===== src/rtl/card_pkg.sv =====
`default_nettype none
//==========================================================================
// card_pkg -- shared rank type, deck constants and shoe FSM encoding. Rev 1.0
//==========================================================================
package card_pkg;

    typedef logic [3:0] rank_t;

    localparam rank_t RANK_MIN       = 4'd1;
    localparam rank_t RANK_MAX       = 4'd13;
    localparam int    NUM_RANKS      = 13;
    localparam int    CARDS_PER_RANK = 4;
    localparam int    DECK_SIZE      = 52;

    typedef enum logic [1:0] {
        ST_IDLE   = 2'd0,
        ST_REFILL = 2'd1,
        ST_SEARCH = 2'd2
    } shoe_state_t;

    function automatic rank_t next_rank(input rank_t r);
        return (r == RANK_MAX) ? RANK_MIN : rank_t'(r + 4'd1);
    endfunction

endpackage
`default_nettype wire


===== src/rtl/card_shoe_if.sv =====
`default_nettype none
//==========================================================================
// card_shoe_if -- request/status bundle between a dealer and the shoe. Rev 1.0
//==========================================================================
interface card_shoe_if;
    import card_pkg::*;

    logic        deal_req;
    logic        reshuffle;
    rank_t       new_card;
    logic        card_valid;
    logic        busy;
    logic [8:0]  cards_left;
    logic        shoe_empty;

    modport master (
        output deal_req,
        output reshuffle,
        input  new_card,
        input  card_valid,
        input  busy,
        input  cards_left,
        input  shoe_empty
    );

    modport slave (
        input  deal_req,
        input  reshuffle,
        output new_card,
        output card_valid,
        output busy,
        output cards_left,
        output shoe_empty
    );
endinterface
`default_nettype wire


===== src/rtl/rank_counter.sv =====
`default_nettype none
//==========================================================================
// rank_counter -- wrapping 1..13 rank counter with enable. Rev 1.0
//==========================================================================
module rank_counter
    import card_pkg::*;
(
    input  logic  fast_clock,
    input  logic  resetb,
    input  logic  enable,
    output rank_t rank
);

    always_ff @(posedge fast_clock or negedge resetb) begin
        if (!resetb) begin
            rank <= RANK_MIN;
        end else if (enable) begin
            rank <= next_rank(rank);
        end
    end

endmodule
`default_nettype wire


===== src/rtl/card_shoe.sv =====
`default_nettype none
//==========================================================================
// card_shoe -- multi-deck card shoe dealing pseudo-random ranks. Rev 1.0
//==========================================================================
module card_shoe
    import card_pkg::*;
#(
    parameter int NUM_DECKS = 1
) (
    input  logic         fast_clock,
    input  logic         resetb,
    card_shoe_if.slave   bus
);

    localparam logic [5:0] FULL_COUNT = 6'(CARDS_PER_RANK * NUM_DECKS);
    localparam logic [8:0] FULL_SHOE  = 9'(DECK_SIZE * NUM_DECKS);

    shoe_state_t state;
    shoe_state_t state_next;

    rank_t       rank_ctr;
    rank_t       probe;
    rank_t       new_card;
    logic        card_valid;
    logic        deal_pending;
    logic        pending_next;
    logic [8:0]  cards_left;
    logic [RANK_MAX:RANK_MIN][5:0] counts;

    logic        probe_hit;
    logic        load_probe;
    logic        step_probe;
    logic        do_refill;
    logic        take_card;

    rank_counter u_rank_counter (
        .fast_clock (fast_clock),
        .resetb     (resetb),
        .enable     (1'b1),
        .rank       (rank_ctr)
    );

    assign probe_hit = (counts[probe] != 6'd0);

    always_ff @(posedge fast_clock or negedge resetb) begin
        if (!resetb) begin
            state <= ST_IDLE;
        end else begin
            state <= state_next;
        end
    end

    always_comb begin
        state_next   = state;
        pending_next = deal_pending;
        load_probe   = 1'b0;
        step_probe   = 1'b0;
        do_refill    = 1'b0;
        take_card    = 1'b0;
        case (state)
            ST_IDLE: begin
                // Reshuffle has priority; a simultaneous deal rides along as pending.
                if (bus.reshuffle) begin
                    state_next   = ST_REFILL;
                    pending_next = bus.deal_req;
                end else if (bus.deal_req && (cards_left == 9'd0)) begin
                    state_next   = ST_REFILL;
                    pending_next = 1'b1;
                end else if (bus.deal_req) begin
                    state_next   = ST_SEARCH;
                    load_probe   = 1'b1;
                end
            end
            ST_REFILL: begin
                do_refill    = 1'b1;
                pending_next = 1'b0;
                if (deal_pending) begin
                    state_next = ST_SEARCH;
                    load_probe = 1'b1;
                end else begin
                    state_next = ST_IDLE;
                end
            end
            ST_SEARCH: begin
                if (probe_hit) begin
                    take_card  = 1'b1;
                    state_next = ST_IDLE;
                end else begin
                    step_probe = 1'b1;
                end
            end
            default: begin
                state_next   = ST_IDLE;
                pending_next = 1'b0;
            end
        endcase
    end

    // Refill and take are mutually exclusive by state, so the count updates never collide.
    always_ff @(posedge fast_clock or negedge resetb) begin
        if (!resetb) begin
            probe        <= RANK_MIN;
            counts       <= {NUM_RANKS{FULL_COUNT}};
            cards_left   <= FULL_SHOE;
            new_card     <= '0;
            card_valid   <= 1'b0;
            deal_pending <= 1'b0;
        end else begin
            card_valid   <= take_card;
            deal_pending <= pending_next;
            if (load_probe) begin
                probe <= rank_ctr;
            end else if (step_probe) begin
                probe <= next_rank(probe);
            end
            if (do_refill) begin
                counts     <= {NUM_RANKS{FULL_COUNT}};
                cards_left <= FULL_SHOE;
            end else if (take_card) begin
                counts[probe] <= counts[probe] - 6'd1;
                cards_left    <= cards_left - 9'd1;
                new_card      <= probe;
            end
        end
    end

    assign bus.new_card   = new_card;
    assign bus.card_valid = card_valid;
    assign bus.busy       = (state != ST_IDLE);
    assign bus.cards_left = cards_left;
    assign bus.shoe_empty = (cards_left == 9'd0);

endmodule
`default_nettype wire


===== src/flat_wrapper.sv =====
// flat-port wrapper written by rule: the top's interface ports become plain ports
module card_shoe_flat import card_pkg::*;
#(
    parameter int NUM_DECKS = 1
)
  (fast_clock, resetb, bus_deal_req, bus_reshuffle, bus_new_card, bus_card_valid, bus_busy, bus_cards_left, bus_shoe_empty);
  card_shoe_if bus_i ();
  input  logic fast_clock;
  input  logic resetb;
  input wire logic [$bits(bus_i.deal_req)-1:0] bus_deal_req;
  input wire logic [$bits(bus_i.reshuffle)-1:0] bus_reshuffle;
  output wire logic [$bits(bus_i.new_card)-1:0] bus_new_card;
  output wire logic [$bits(bus_i.card_valid)-1:0] bus_card_valid;
  output wire logic [$bits(bus_i.busy)-1:0] bus_busy;
  output wire logic [$bits(bus_i.cards_left)-1:0] bus_cards_left;
  output wire logic [$bits(bus_i.shoe_empty)-1:0] bus_shoe_empty;
  assign bus_i.deal_req = bus_deal_req;
  assign bus_i.reshuffle = bus_reshuffle;
  assign bus_new_card = bus_i.new_card;
  assign bus_card_valid = bus_i.card_valid;
  assign bus_busy = bus_i.busy;
  assign bus_cards_left = bus_i.cards_left;
  assign bus_shoe_empty = bus_i.shoe_empty;
  card_shoe #(.NUM_DECKS(NUM_DECKS)) u_core (.fast_clock(fast_clock), .resetb(resetb), .bus(bus_i));
endmodule

===== config.mk =====
export PLATFORM = sky130hd
export DESIGN_NAME = card_shoe_flat
export DESIGN_NICKNAME = d
export VERILOG_FILES = /design/src/rtl/card_pkg.sv /design/src/rtl/card_shoe_if.sv /design/src/rtl/rank_counter.sv /design/src/rtl/card_shoe.sv /design/src/flat_wrapper.sv
export SDC_FILE = /design/constraint.sdc
export NUM_CORES = 1
export LEC_CHECK = 0
export CAP_MARGIN = 40
export CORE_AREA = 2 2 99 101
export DETAILED_ROUTE_END_ITERATION = 8
export DIE_AREA = 0 0 101 103
export PLACE_DENSITY = 0.77
export REMOVE_ABC_BUFFERS = 1
export SYNTH_ARGS = -nofsm -noshare
export SYNTH_HDL_FRONTEND = slang
export SYNTH_SLANG_ARGS = --single-unit

===== constraint.sdc =====
create_clock -name fast_clock -period 4.73 [get_ports fast_clock]
set_input_delay 0.7095 -clock fast_clock [delete_from_list [all_inputs] [get_ports fast_clock]]
set_output_delay 0.7095 -clock fast_clock [all_outputs]
set_load 0.02 [all_outputs]

==> results of run 1 <==
registers in the layout, indices dropped and copies added, names as in the netlist:
register,cells
u_core.bus.new_card,4
u_core.deal_pending,1
u_core.probe,4
u_core.bus.card_valid,1
u_core.state,2
u_core.bus.cards_left,9
u_core.u_rank_counter.rank,4
u_core.counts,78
through the flow:
stage	power, mW	std cells	instance area [um^2]	hold slack (ns)	util
finish	3.56	654	5760	0.359	0.609
global route	3.77	654	5760	0.424	0.609
CTS	3.55	654	5760	0.400	0.609
detailed placement	2.99	638	5560	0.481	0.588
global placement	2.92	637	5550	0.475	0.587
floorplan	2.37	496	5160	0.414	-
cell type report:
type,instances,share of cell area
Clock buffer,11,0.0246
Clock inverter,5,0.00978
Inverter,12,0.00782
Multi-Input combinational cell,381,0.437
Sequential cell,103,0.452
Tap cell,114,0.0248
Timing Repair Buffer,28,0.0443
per-layer routing:
metal	wire (um)	vias to the layer above	GRT usage
li1	-	1985	-
met3	809	40	0.0515
met1	5670	2178	0.367
met5	0	-	0
met4	499	0	0.130
met2	6540	198	0.446
where the power goes:
part / switching (mW) / internal (mW) / total [mW] / leakage (nW)
logic: 1.08 / 0.550 / 1.63 / 0.967
registers: 0.269 / 1.10 / 1.37 / 1.34
clock network: 0.299 / 0.260 / 0.559 / 0.0997
total: 1.65 / 1.91 / 3.56 / 2.41
cell families after synthesis:
| kind of cell | count (synthesis) |
|---|---|
| muxes | 38 |
| buffers and inverters | 62 |
| adders and majority gates | 3 |
| AOI/OAI and AO/OA | 153 |
| DFF | 103 |
| xor gates and xnor gates | 4 |
| and+or+nand+nor | 183 |
how the worst min path moves through the flow:
stage,start,endpoint,slack [ns],depth (start not counted)
final,resetb,u_core.counts[47]$_DFFE_PN0P_,0.36,1
after global placement,u_core.bus.new_card[2]$_DFFE_PN0P_,u_core.bus.new_card[2]$_DFFE_PN0P_,0.48,2
after floorplan,resetb,u_core.bus.card_valid$_DFF_PN0_,0.41,0
after detailed placement,u_core.bus.new_card[2]$_DFFE_PN0P_,u_core.bus.new_card[2]$_DFFE_PN0P_,0.48,2
after CTS,resetb,u_core.counts[47]$_DFFE_PN0P_,0.40,1
after global routing,resetb,u_core.u_rank_counter.rank[3]$_DFF_PN0_,0.42,1
worst max-delay path: cells and delay by family, from the launching register on:
family | cells | cell delay (ns)
mux | 1 | 0.52
flops | 1 | 1.05
compound gates | 4 | 1.61
simple gates | 2 | 0.46
buf+inv | 1 | 0.32
layout by cell type, fill, tap and decap left out, types with 9 or more instances in the layout:
master / n
o21ai_0: 87
dfrtp_1: 85
nand3_1: 66
nand2_1: 27
mux2i_1: 25
nor2_1: 25
clkdlybuf4s50_1: 18
dfstp_2: 18
nor3_1: 16
inv_1: 12
clkbuf_8: 10
buf_4: 10
a311o_1: 9
==> impl_metrics.tcl, run 1 <==
set metrics [dict create \
    hold_class "input port to async pin" \
    r2r-start "u_core.probe[0]$_DFFE_PN1P_" \
    io_pins 20 \
    rrSetupSlack_ns 0.66 \
    min_period_over_period 0.861 \
    fmax_mhz 245 \
    dpl.hpwl_um 9230 \
    syn_to_final_growth_pct 6.28 \
    fp.dieW_um 101 \
    wl_per_cell_um 20.7 \
    root_buffer "clkbuf_8" \
    cp.required_ns 5.02 \
    start_util 0.573 \
    crit_type "register to register" \
    reg2reg_to "u_core.counts[26]$_DFFE_PN1P_" \
    synth-seq-cells 103 \
    rsz0062_at_grt "no" \
    fill_cells 817 \
    hold_violations 0 \
    synth_top_family_by_area "simple AND/OR/NAND/NOR gates" \
    status "complete, no violations" \
    holdBufCountCts 0 \
    crit_path_start "u_core.probe[0]$_DFFE_PN1P_" \
    nNetsFinal 542 \
    viasPerCell 6.73 \
    drt_iter0_markers 444 \
    synth_edf_count 0 \
    synth.most_common_cell "o21ai_0" \
    finalSetupViolCount 0 \
    fin_worst_skew_ns 0.00625 \
    path_common_cell "o21ai_0" \
    arrival_ns 4.36 \
    grt_pass1_vias 4117 \
    cp-endpoint "u_core.counts[26]$_DFFE_PN1P_" \
    critPathMaxFanout 29 \
    gp_congestion 0.972 \
    clk_latency_ns 0.37 \
    vdd_drop_max_mv 0.323 \
    grt_pass1_wl_um 22000 \
    grt_overflow 0 \
    cts_max_path_buffers 2 \
    syn_inst 546 \
    leakage_nw 2.41 \
    async_reset_ff_frac 1.00 \
    crit_path_start_kind "register" \
    clk_pin_slew_ns 0.09 \
    synth_top_area_frac 0.393 \
    max-slew-margin-rel 0.349 \
    dieArea_um2 10400 \
    ant_nets 0 \
    grt_start_max_net_pins 54 \
    slew_viol_final 0 \
    drive_above_1_share 0.144 \
    synthSimpleGateAreaFrac 0.184 \
    die_h_um 103 \
    yosysUniqueCellTypes 69 \
    postCtsSetupBuffers 0 \
    wl_um 13500 \
    coreArea_um2 9460 \
    yosys-top-cells-area "dfrtp_1 (39%), dfstp_2 (8.7%), o21ai_0 (8.0%)" \
    cts_htree_levels 3 \
    cp_slowest_stage_delay_ns 1.05 \
    tns_ns 0 \
    cts_tree "done" \
    yosys_warnings 0 \
    synth_top_area_cell "dfrtp_1" \
    place_ws_ns 0.870 \
    end_kind "register" \
    synth_xor_area_frac 0.00647 \
    synthMuxAreaShare 0.0836 \
    ff2ff_path_depth 8 \
    worst_slew_pin_slew_ns 0.970 \
    first_pass_iters 5 \
    cts_resized 0 \
    syn_avg_cell_area_um2 9.92 \
    rows 36 \
    max_cap_viol_count 0 \
    critPathSlowestCell "dfstp_2" \
    antenna_found_initial 0 \
    cts.sinks 103 \
    syn_area_um2 5420 \
    period_needed_ns 4.07 \
    remaining_drc_errors 0 \
    synth_common_cells "o21ai_0 (87), dfrtp_1 (85), nand3_1 (66)" \
    numCtsBuffers 9 \
    synth_compound_area_frac 0.183 \
    synth-adder-area-share 0.00693 \
    synthFlopType "dfrtp_1" \
    n_antenna_cell 0 \
    multi_input_area_um2 2520 \
    p_per_area_nw_per_um2 618 \
    fin_ws_ns 0.656 \
    port_buffers 19 \
    ys_seq_area_frac 0.480 \
    dr_total_vias 4401 \
    seq_area_um2 2600 \
    crit_chain "buf_4 > mux4_2 > nor2_1 > o31a_1 > nand3_2 > o21ai_1 > o21ai_0 > o21ai_0" \
    grt.total_usage 0.277 \
]
Power figures use the tool's default switching activity.
==> run 2, diff against run 1 <==
Settings changed: MAX_ROUTING_LAYER from default to met4, PLACE_DENSITY 0.77 to 0.79.
Clock period 4.73 ns to 5.05 ns, I/O delays scaled along.
==> run 2 against run 1 <==
  * Sequential power shrank 10%
  * Global-route usage grew 2.0 points
  * Cell area grew 0.63%
  * Highest routed layer unchanged
  * Setup slack gained 0.50 ns
  * Largest power group unchanged
  * Fmax grew 4.5%
  * Combinational power is essentially flat
  * Total power shrank 6.6%
  * Count of clock-buffer cells in the layout grew 1
  * Hold slack lost 0.060 ns
  * Die area is the same
  * Routed wire length grew 2.4%
==> impl_metrics.tcl, run 2 (synthesis gave the netlist of run 1 again) <==
set metrics [dict create \
    hold_ws_ns 0.298 \
    holdBufCountCts 0 \
    dpl.hpwl_um 9350 \
    arrival_ns 4.17 \
    multi_input_area_um2 2520 \
    drt_iter0_markers 278 \
    period_needed_ns 3.90 \
    crit_chain "nand2_1 > nor2_1 > a22oi_1 > nand4_1 > inv_1 > ha_1 > nand2_2 > o21ai_2 > or3_1 > mux2i_1" \
    slew_viol_final 0 \
    power_mw 3.33 \
    cts_resized 0 \
    coreArea_um2 9460 \
    crit_family "simple AND/OR/NAND/NOR gates" \
    viasPerCell 6.73 \
    crit_path_start_kind "register" \
    dieArea_um2 10400 \
    grt_pass1_vias 4388 \
    fill_cells 798 \
    cts_tree "done" \
    grt.total_usage 0.297 \
    fin_util 0.613 \
    rsz0062_at_grt "no" \
    place_inst 644 \
    grt_overflow 0 \
    p_per_area_nw_per_um2 574 \
    fp.dieW_um 101 \
    remaining_drc_errors 0 \
    status "complete, no violations" \
    largest_reg_flops 78 \
    gp_congestion 0.996 \
    die_h_um 103 \
    io_pins 20 \
    clk_latency_ns 0.38 \
    postCtsSetupBuffers 0 \
    rows 36 \
    clk_pin_slew_ns 0.10 \
    seq_area_um2 2600 \
    max_cap_viol_count 0 \
    vdd_drop_max_mv 0.345 \
    nNetsFinal 548 \
    wl_per_cell_um 21.0 \
    hold_class "input port to async pin" \
    grt_pass1_wl_um 22700 \
    final_cells 660 \
    reg_top3 "u_core.counts: 78 flops, u_core.bus.cards_left: 9 flops" \
    min_period_over_period 0.772 \
    n_antenna_cell 0 \
    r2r-start "u_core.probe[3]$_DFFE_PN0P_" \
    critPathMaxFanout 24 \
    leakage_nw 2.42 \
    hold_violations 0 \
    finalSetupViolCount 0 \
    cp.required_ns 5.32 \
    critPathBufInv 1 \
    drive_above_1_share 0.152 \
    grt_start_max_net_pins 70 \
    antenna_found_initial 0 \
    fmax_mhz 257 \
    fin_worst_skew_ns 0.0140 \
    start_util 0.573 \
    crit_path_start "u_core.probe[3]$_DFFE_PN0P_" \
    cp_slowest_stage_delay_ns 0.91 \
    cts_max_path_buffers 2 \
    worst_slew_pin_slew_ns 0.865 \
    root_buffer "clkbuf_8" \
    layout_commonest_cell "o21ai_0" \
    critPathSlowestCell "dfrtp_1" \
    max-slew-margin-rel 0.423 \
    cts_htree_levels 3 \
    cts.sinks 103 \
    ant_nets 0 \
    end_kind "register" \
    numCtsBuffers 9 \
    port_buffers 19 \
    tns_ns 0 \
    crit_type "register to register" \
    final_cell_mix "o21ai_0 (87), dfrtp_1 (85), nand3_1 (66)" \
    wl_um 13800 \
    top_register "u_core.counts" \
    syn_to_final_growth_pct 6.95 \
    first_pass_iters 5 \
    dr_total_vias 4444 \
]
run 2: routing by layer:
layer  wire, um  vias to the layer above  part of all wire  track usage
li1           -                     1999                 -            -
met1       5730                     2199              0.41        0.370
met2       6650                      198              0.48        0.462
met3        876                       48             0.063       0.0705
met4        579                        0             0.042        0.141
met5          0                        -                 0            -
run 2: through the flow:
stage               cell area [um^2]  setup slack (ns)
global route                    5790             0.869
finish                          5790              1.15
CTS                             5790              1.25
detailed placement              5620              1.25
global placement                5590              1.36
floorplan                       5160              1.34
run 2: path summary, 6_finish.rpt:
| path | endpoint | cells after the start | slack (ns) |
|---|---|---|---|
| worst min register to register | u_core.bus.new_card[0]$_DFFE_PN0P_ | 2 | 0.50 |
| worst max register to register | u_core.bus.cards_left[8]$_DFFE_PN0P_ | 10 | 1.15 |
| worst max-delay path | u_core.bus.cards_left[8]$_DFFE_PN0P_ | 10 | 1.15 |
| min in group fast_clock | u_core.bus.new_card[0]$_DFFE_PN0P_ | 2 | 0.50 |
| worst min-delay path | u_core.bus.cards_left[6]$_DFFE_PN0P_ | 1 | 0.30 |
| max in group asynchronous | u_core.probe[0]$_DFFE_PN1P_ | 2 | 3.96 |
run 2: cell type report:
cell class,instances,area share
inverters,12,0.00777
multi-input cells,381,0.434
well taps,114,0.0246
repair buffers,34,0.0540
flip-flops and latches,103,0.449
clock buffers,12,0.0250
clock inverters,4,0.00540
run 2: power by group:
part	total [mW]	internal [mW]	switching, mW
clock	0.479	0.194	0.285
sequential	1.23	1.03	0.198
combinational	1.62	0.525	1.09
